**src/rtl/led_pkg.sv**
```systemverilog
// Shared register map and mode encoding for the LED output peripheral.
package led_pkg;

  localparam logic [1:0] ADDR_DATA  = 2'd0;
  localparam logic [1:0] ADDR_MODE  = 2'd1;
  localparam logic [1:0] ADDR_DUTY  = 2'd2;
  localparam logic [1:0] ADDR_BLINK = 2'd3;

  // Code 3 is reserved and is displayed like STATIC.
  typedef enum logic [1:0] {
    MODE_STATIC = 2'd0,
    MODE_BLINK  = 2'd1,
    MODE_PWM    = 2'd2,
    MODE_RSVD   = 2'd3
  } mode_e;

endpackage

```
**src/rtl/led_pwm_gen.sv**
```systemverilog
// Free-running PWM generator: owns the PWM counter and the duty edge rules
// (all-ones duty is fully on, zero duty is fully off).
module led_pwm_gen #(
  parameter int PWM_BITS = 8
) (
  input  logic                clk,
  input  logic                rst_n,
  input  logic                restart,
  input  logic [PWM_BITS-1:0] duty,
  output logic                pwm_on
);

  logic [PWM_BITS-1:0] pwm_cnt;

  // Counter wraps naturally from all-ones to zero; restart re-aligns the period.
  // NOTE: sequential state uses <= so every flop samples pre-edge values.
  always_ff @(posedge clk or negedge rst_n) begin
    if (!rst_n) begin
      pwm_cnt <= '0;
    end else if (restart) begin
      pwm_cnt <= '0;
    end else begin
      pwm_cnt <= pwm_cnt + PWM_BITS'(1);
    end
  end

  // Plain compare would leave one dark clock per period at all-ones duty.
  assign pwm_on = (duty == '1) || (pwm_cnt < duty);

endmodule

```
**src/rtl/led_pwm_ctrl.sv**
```systemverilog
// Memory-mapped LED peripheral: register file, blink timer, PWM dimming
// and a registered LED output selected by MODE.
import led_pkg::*;

module led_pwm_ctrl #(
  parameter int NUM_LEDS = 24,
  parameter int PWM_BITS = 8,
  parameter int BLINK_W  = 26
) (
  input  logic                clk,
  input  logic                rst_n,
  input  logic                wr_en,
  input  logic [1:0]          addr,
  input  logic [31:0]         wdata,
  output logic [31:0]         rdata,
  output logic [NUM_LEDS-1:0] led
);

  logic [NUM_LEDS-1:0] data_q;
  mode_e               mode_q;
  logic [PWM_BITS-1:0] duty_q;
  logic [BLINK_W-1:0]  blink_hp_q;
  logic [BLINK_W-1:0]  blink_cnt;
  logic [BLINK_W-1:0]  blink_last;
  logic                blink_ph;
  logic                pwm_on;
  logic                restart;
  logic [NUM_LEDS-1:0] led_next;
  logic                unused_wdata_bits;

  // Upper write-data bits beyond the widest register are intentionally ignored.
  assign unused_wdata_bits = ^wdata;

  // A MODE write restarts both blink and PWM phases.
  assign restart = wr_en && (addr == ADDR_MODE);

  // Register file: one truncated write per cycle.
  always_ff @(posedge clk or negedge rst_n) begin
    if (!rst_n) begin
      data_q     <= '0;
      mode_q     <= MODE_STATIC;
      duty_q     <= '1;
      blink_hp_q <= '0;
    end else if (wr_en) begin
      case (addr)
        ADDR_DATA:  data_q     <= wdata[NUM_LEDS-1:0];
        ADDR_MODE:  mode_q     <= mode_e'(wdata[1:0]);
        ADDR_DUTY:  duty_q     <= wdata[PWM_BITS-1:0];
        ADDR_BLINK: blink_hp_q <= wdata[BLINK_W-1:0];
        default:    ;
      endcase
    end
  end

  // Last count of a half-period; HP of 0 behaves as 1 (toggle every clock).
  assign blink_last = (blink_hp_q == '0) ? '0 : blink_hp_q - BLINK_W'(1);

  // Blink timer: ">=" makes a shrunk HP wrap on the next clock instead of
  // running through the whole counter range.
  always_ff @(posedge clk or negedge rst_n) begin
    if (!rst_n) begin
      blink_cnt <= '0;
      blink_ph  <= 1'b1;
    end else if (restart) begin
      blink_cnt <= '0;
      blink_ph  <= 1'b1;
    end else if (blink_cnt >= blink_last) begin
      blink_cnt <= '0;
      blink_ph  <= ~blink_ph;
    end else begin
      blink_cnt <= blink_cnt + BLINK_W'(1);
    end
  end

  led_pwm_gen #(
    .PWM_BITS (PWM_BITS)
  ) u_pwm (
    .clk     (clk),
    .rst_n   (rst_n),
    .restart (restart),
    .duty    (duty_q),
    .pwm_on  (pwm_on)
  );

  // Mode mux: gate the pattern with the selected modulation.
  // NOTE: assigning a default first keeps this block free of inferred latches.
  always_comb begin
    led_next = data_q;
    case (mode_q)
      MODE_BLINK: led_next = data_q & {NUM_LEDS{blink_ph}};
      MODE_PWM:   led_next = data_q & {NUM_LEDS{pwm_on}};
      default:    led_next = data_q;
    endcase
  end

  // Registered LED drive, cleared asynchronously by reset.
  always_ff @(posedge clk or negedge rst_n) begin
    if (!rst_n) begin
      led <= '0;
    end else begin
      led <= led_next;
    end
  end

  // Side-effect-free readback of the software-visible registers.
  always_comb begin
    rdata = '0;
    case (addr)
      ADDR_DATA:  rdata[NUM_LEDS-1:0] = data_q;
      ADDR_MODE:  rdata[1:0]          = mode_q;
      ADDR_DUTY:  rdata[PWM_BITS-1:0] = duty_q;
      ADDR_BLINK: rdata[BLINK_W-1:0]  = blink_hp_q;
      default:    rdata = '0;
    endcase
  end

endmodule

```
**config.mk**
```make
export PLATFORM = sky130hd
export DESIGN_NAME = led_pwm_ctrl
export DESIGN_NICKNAME = d
export VERILOG_FILES = /design/src/rtl/led_pkg.sv /design/src/rtl/led_pwm_gen.sv /design/src/rtl/led_pwm_ctrl.sv
export SDC_FILE = /design/constraint.sdc
export NUM_CORES = 1
export LEC_CHECK = 0
export CORE_MARGIN = 1
export CORE_UTILIZATION = 55
export DETAILED_ROUTE_END_ITERATION = 10
export GPL_TIMING_DRIVEN = 1
export HOLD_SLACK_MARGIN = 0.02
export PLACE_DENSITY = 0.8
export SETUP_SLACK_MARGIN = 0.2
export SLEW_MARGIN = 10
export SYNTH_ARGS = -nofsm -noshare
export SYNTH_HDL_FRONTEND = slang
export SYNTH_SLANG_ARGS = --single-unit
export TNS_END_PERCENT = 50
```
**constraint.sdc**
```tcl
create_clock -name clk -period 4.05 [get_ports clk]
set_input_delay 0.6075 -clock clk [delete_from_list [all_inputs] [get_ports clk]]
set_output_delay 0.6075 -clock clk [all_outputs]
set_load 0.05 [all_outputs]
```
==> out/results.ini <==
[clock_network]
cts.path.max_buffers = 2
htree_levels = 4
insertion_delay_ns = 0.42
holdBufCountCts = 0
cts_buffers = 17
path_clk_slew_ns = 0.05
cts-root-buf = clkbuf_16
cts_tree = yes
cts_sinks = 119

[timing]
tightest_slew_ns = 1.13
tns_ns = 0
setup_viol = 0
max_clock_freq_ghz = 0.265
min_period_over_period = 0.933
drv_slew = 0
period_minus_slack_ns = 3.78
rsz0062_at_grt = false
relSlewSlack = 0.245
fin_skew_ns = 0.00613
hold_viol = 0

[floorplanning]
core_sq_um = 11500
die_w_um = 111
std_cell_rows = 39
die-area_sq_um = 12300
ios = 93
die_height_um = 111
start_util = 0.569

[setup_path]
critPathArrivalTime_ns = 3.17
worstPathMaxFanout = 19
crit_path_max_incr_delay_ns = 0.83
cp-start-kind = primary input
crit_buf_inv = 2
reg2reg_setup_slack_ns = 0.45
slowest_stage = clkdlybuf4s50_1
path_common_cell = clkdlybuf4s50_1
endpoint_kind = output pin
cp_cell_sequence = clkdlybuf4s50_1 -> ha_1 -> a22oi_1 -> nor2_1 -> clkdlybuf4s50_1
critical_path_class = in2out
path_delay_family = buffers and inverters
critical_path_required_ns = 3.44

[logic_synthesis]
synth_cell_types = 52
synth_area_sq_um = 6550
seq_area_frac_synth = 0.456
yosys-top-cells-area = dfrtp_1, mux2_2, ha_1
ys.flop_type = dfrtp_1
synth_edf_count = 0
ys_seq_elements = 119
postSynth.asyncResetShare = 1.00
yosysWarnings = 0
synth_top_area_cell = dfrtp_1
syn_inst = 605
syn_avg_cell_area_sq_um = 10.8
synth.top_cell.area_share = 0.420

[global_routing]
grtUsageTotal = 0.270
grt_max_degree = 57
antenna_found_initial = 0
grt_pass1_wl_um = 25900
grt_pass1_vias = 5210
grt_overflow = 0

[detailed_routing]
vias_per_cell = 5.96
drtPass1Iterations = 9
wl_um = 15600
ant_nets = 0
drcViolationCount = 8
num_vias = 5033
drt_iter0_markers = 395
wl_per_cell_um = 18.4

[layout]
num-fill-cells = 829
synthToLayoutAreaGrowth_pct = 22.7
utilization = 0.698
drive_gt1_frac = 0.193
antenna_cells = 0
fin_nets = 769

[power]
power_density_nw_per_um2 = 574
seqPwrFrac = 0.366
swShare = 0.352
pwr-share-comb = 0.309
power_uw = 4610
p_leak_uw = 0.00378
p_int_uw = 2990
p_clk_frac = 0.325
vdd_drop_max_mv = 0.400
p_switching_uw = 1630

[run_status]
violations = design-rule violations
status = finished, violations left

[placement]
dp_hpwl_um = 10900
port_buffers = 80
finalWeightedCongestion = 0.882

[hold_path]
min_path_type = in2async

[flow_run]
drv_cap = 0

-- metrics by stage --
stage	hold WS (ns)	instance area [sq um]	std cells	setup WS, ns
after floorplan	0.312	6570	610	0.708
after global placement	0.465	7430	812	0.331
after detailed placement	0.483	7430	812	0.276
after CTS	0.256	8010	844	0.242
after global routing	0.297	8040	844	0.219
final	0.234	8040	844	0.273
-- flip-flops by register name (all words and copies together) (netlist names) --
name,count
led,24
duty_q,8
u_pwm.pwm_cnt,8
blink_hp_q,26
blink_ph,1
data_q,24
blink_cnt,26
mode_q,2
-- what timing repair did --
| action | 4_1_cts | 5_1_grt |
|---|---|---|
| endpoints found under the setup margin | 0 | 27 |
| resized for setup | 0 | 6 |
| buffers inserted | 0 | 0 |
-- Yosys cell counts, drive strengths merged, types with 2 or more instances --
| cell type | n |
|---|---|
| nor3 | 8 |
| o21ai | 3 |
| xor2 | 33 |
| a21o | 7 |
| nand2 | 38 |
| nand4 | 13 |
| clkbuf | 17 |
| mux2 | 60 |
| nor2 | 75 |
| mux2i | 2 |
| or2 | 2 |
| a222oi | 8 |
| nor4 | 4 |
| nand3 | 23 |
| dfrtp | 110 |
| and3 | 5 |
| nand2b | 6 |
| and2 | 5 |
| dfstp | 9 |
| nand3b | 4 |
| a22oi | 16 |
| or4 | 3 |
| nor2b | 4 |
| a21oi | 13 |
| or3 | 2 |
| and4 | 5 |
| ha | 44 |
| o211a | 24 |
| inv | 19 |
| buf | 13 |
| xnor2 | 19 |
-- final timing paths --
kind                                            start                         end  cells after the start
setup / recovery                              addr[0]                   rdata[11]                      5
hold / removal                                  rst_n     blink_cnt[16]$_DFF_PN0_                      1
setup reg to reg           blink_hp_q[12]$_DFFE_PN0P_     blink_cnt[20]$_DFF_PN0_                     13
hold reg to reg            u_pwm.pwm_cnt[0]$_DFF_PN0_  u_pwm.pwm_cnt[0]$_DFF_PN0_                      1
max in group asynchronous                       rst_n       duty_q[6]$_DFFE_PN1P_                      2
min in group clk           u_pwm.pwm_cnt[0]$_DFF_PN0_  u_pwm.pwm_cnt[0]$_DFF_PN0_                      1
-- metal layers --
layer	global-route usage	up-vias	wire (um)
met5	0	-	0
met4	0.128	0	447
met3	0.0678	39	825
met2	0.434	153	7490
met1	0.342	2527	6780
li1	-	2314	-
-- power by group through the flow --
stage | clock [uW] | combinational, uW | sequential [uW]
after floorplan | 0 | 717 | 1890
after global placement | 0 | 1360 | 1680
after detailed placement | 0 | 1410 | 1690
after CTS | 1510 | 1420 | 1680
after global routing | 1570 | 1530 | 1720
final | 1500 | 1430 | 1690
-- cell families after synthesis --
family | count (synthesis) | synth area share
simple gates | 199 | 0.151
buf+inv | 49 | 0.0353
xor+xnor | 52 | 0.0695
other cells | 1 | 0.000573
compound gates | 79 | 0.0974
mux | 62 | 0.106
fa+ha+maj | 44 | 0.0840
flops | 119 | 0.456
-- cell type report --
cell class,count,area (sq um),area share
clock buffers,23,458,0.0570
flip-flops and latches,119,2990,0.372
clock inverters,9,125,0.0156
well taps,143,179,0.0223
repair buffers,89,836,0.104
multi-input cells,442,3380,0.421
inverters,19,71.3,0.00887
-- cell usage in the layout (no fill, tap or decap), drive strengths merged, types with 13 or more instances in the layout --
| master | netlist | layout |
|---|---|---|
| a21oi | 13 | 13 |
| a22oi | 16 | 16 |
| buf | 13 | 22 |
| clkbuf | 17 | 23 |
| clkdlybuf4s50 | 0 | 67 |
| dfrtp | 110 | 110 |
| ha | 44 | 44 |
| inv | 19 | 19 |
| mux2 | 60 | 60 |
| nand2 | 38 | 38 |
| nand3 | 23 | 23 |
| nand4 | 13 | 13 |
| nor2 | 75 | 75 |
| o211a | 24 | 24 |
| xnor2 | 19 | 19 |
| xor2 | 33 | 33 |
-- worst reg2reg max path: cells and delay by family (launching register included) --
kind | cells | cell delay [ns]
AND/OR/NAND/NOR | 7 | 1.59
buffers and inverters | 1 | 0.26
adder cells (fa/ha/maj) | 1 | 0.21
XOR/XNOR | 1 | 0.17
AO/OA/AOI/OAI | 3 | 0.83
flip-flops | 1 | 0.45
No activity file was read; power rests on OpenSTA's default activity.
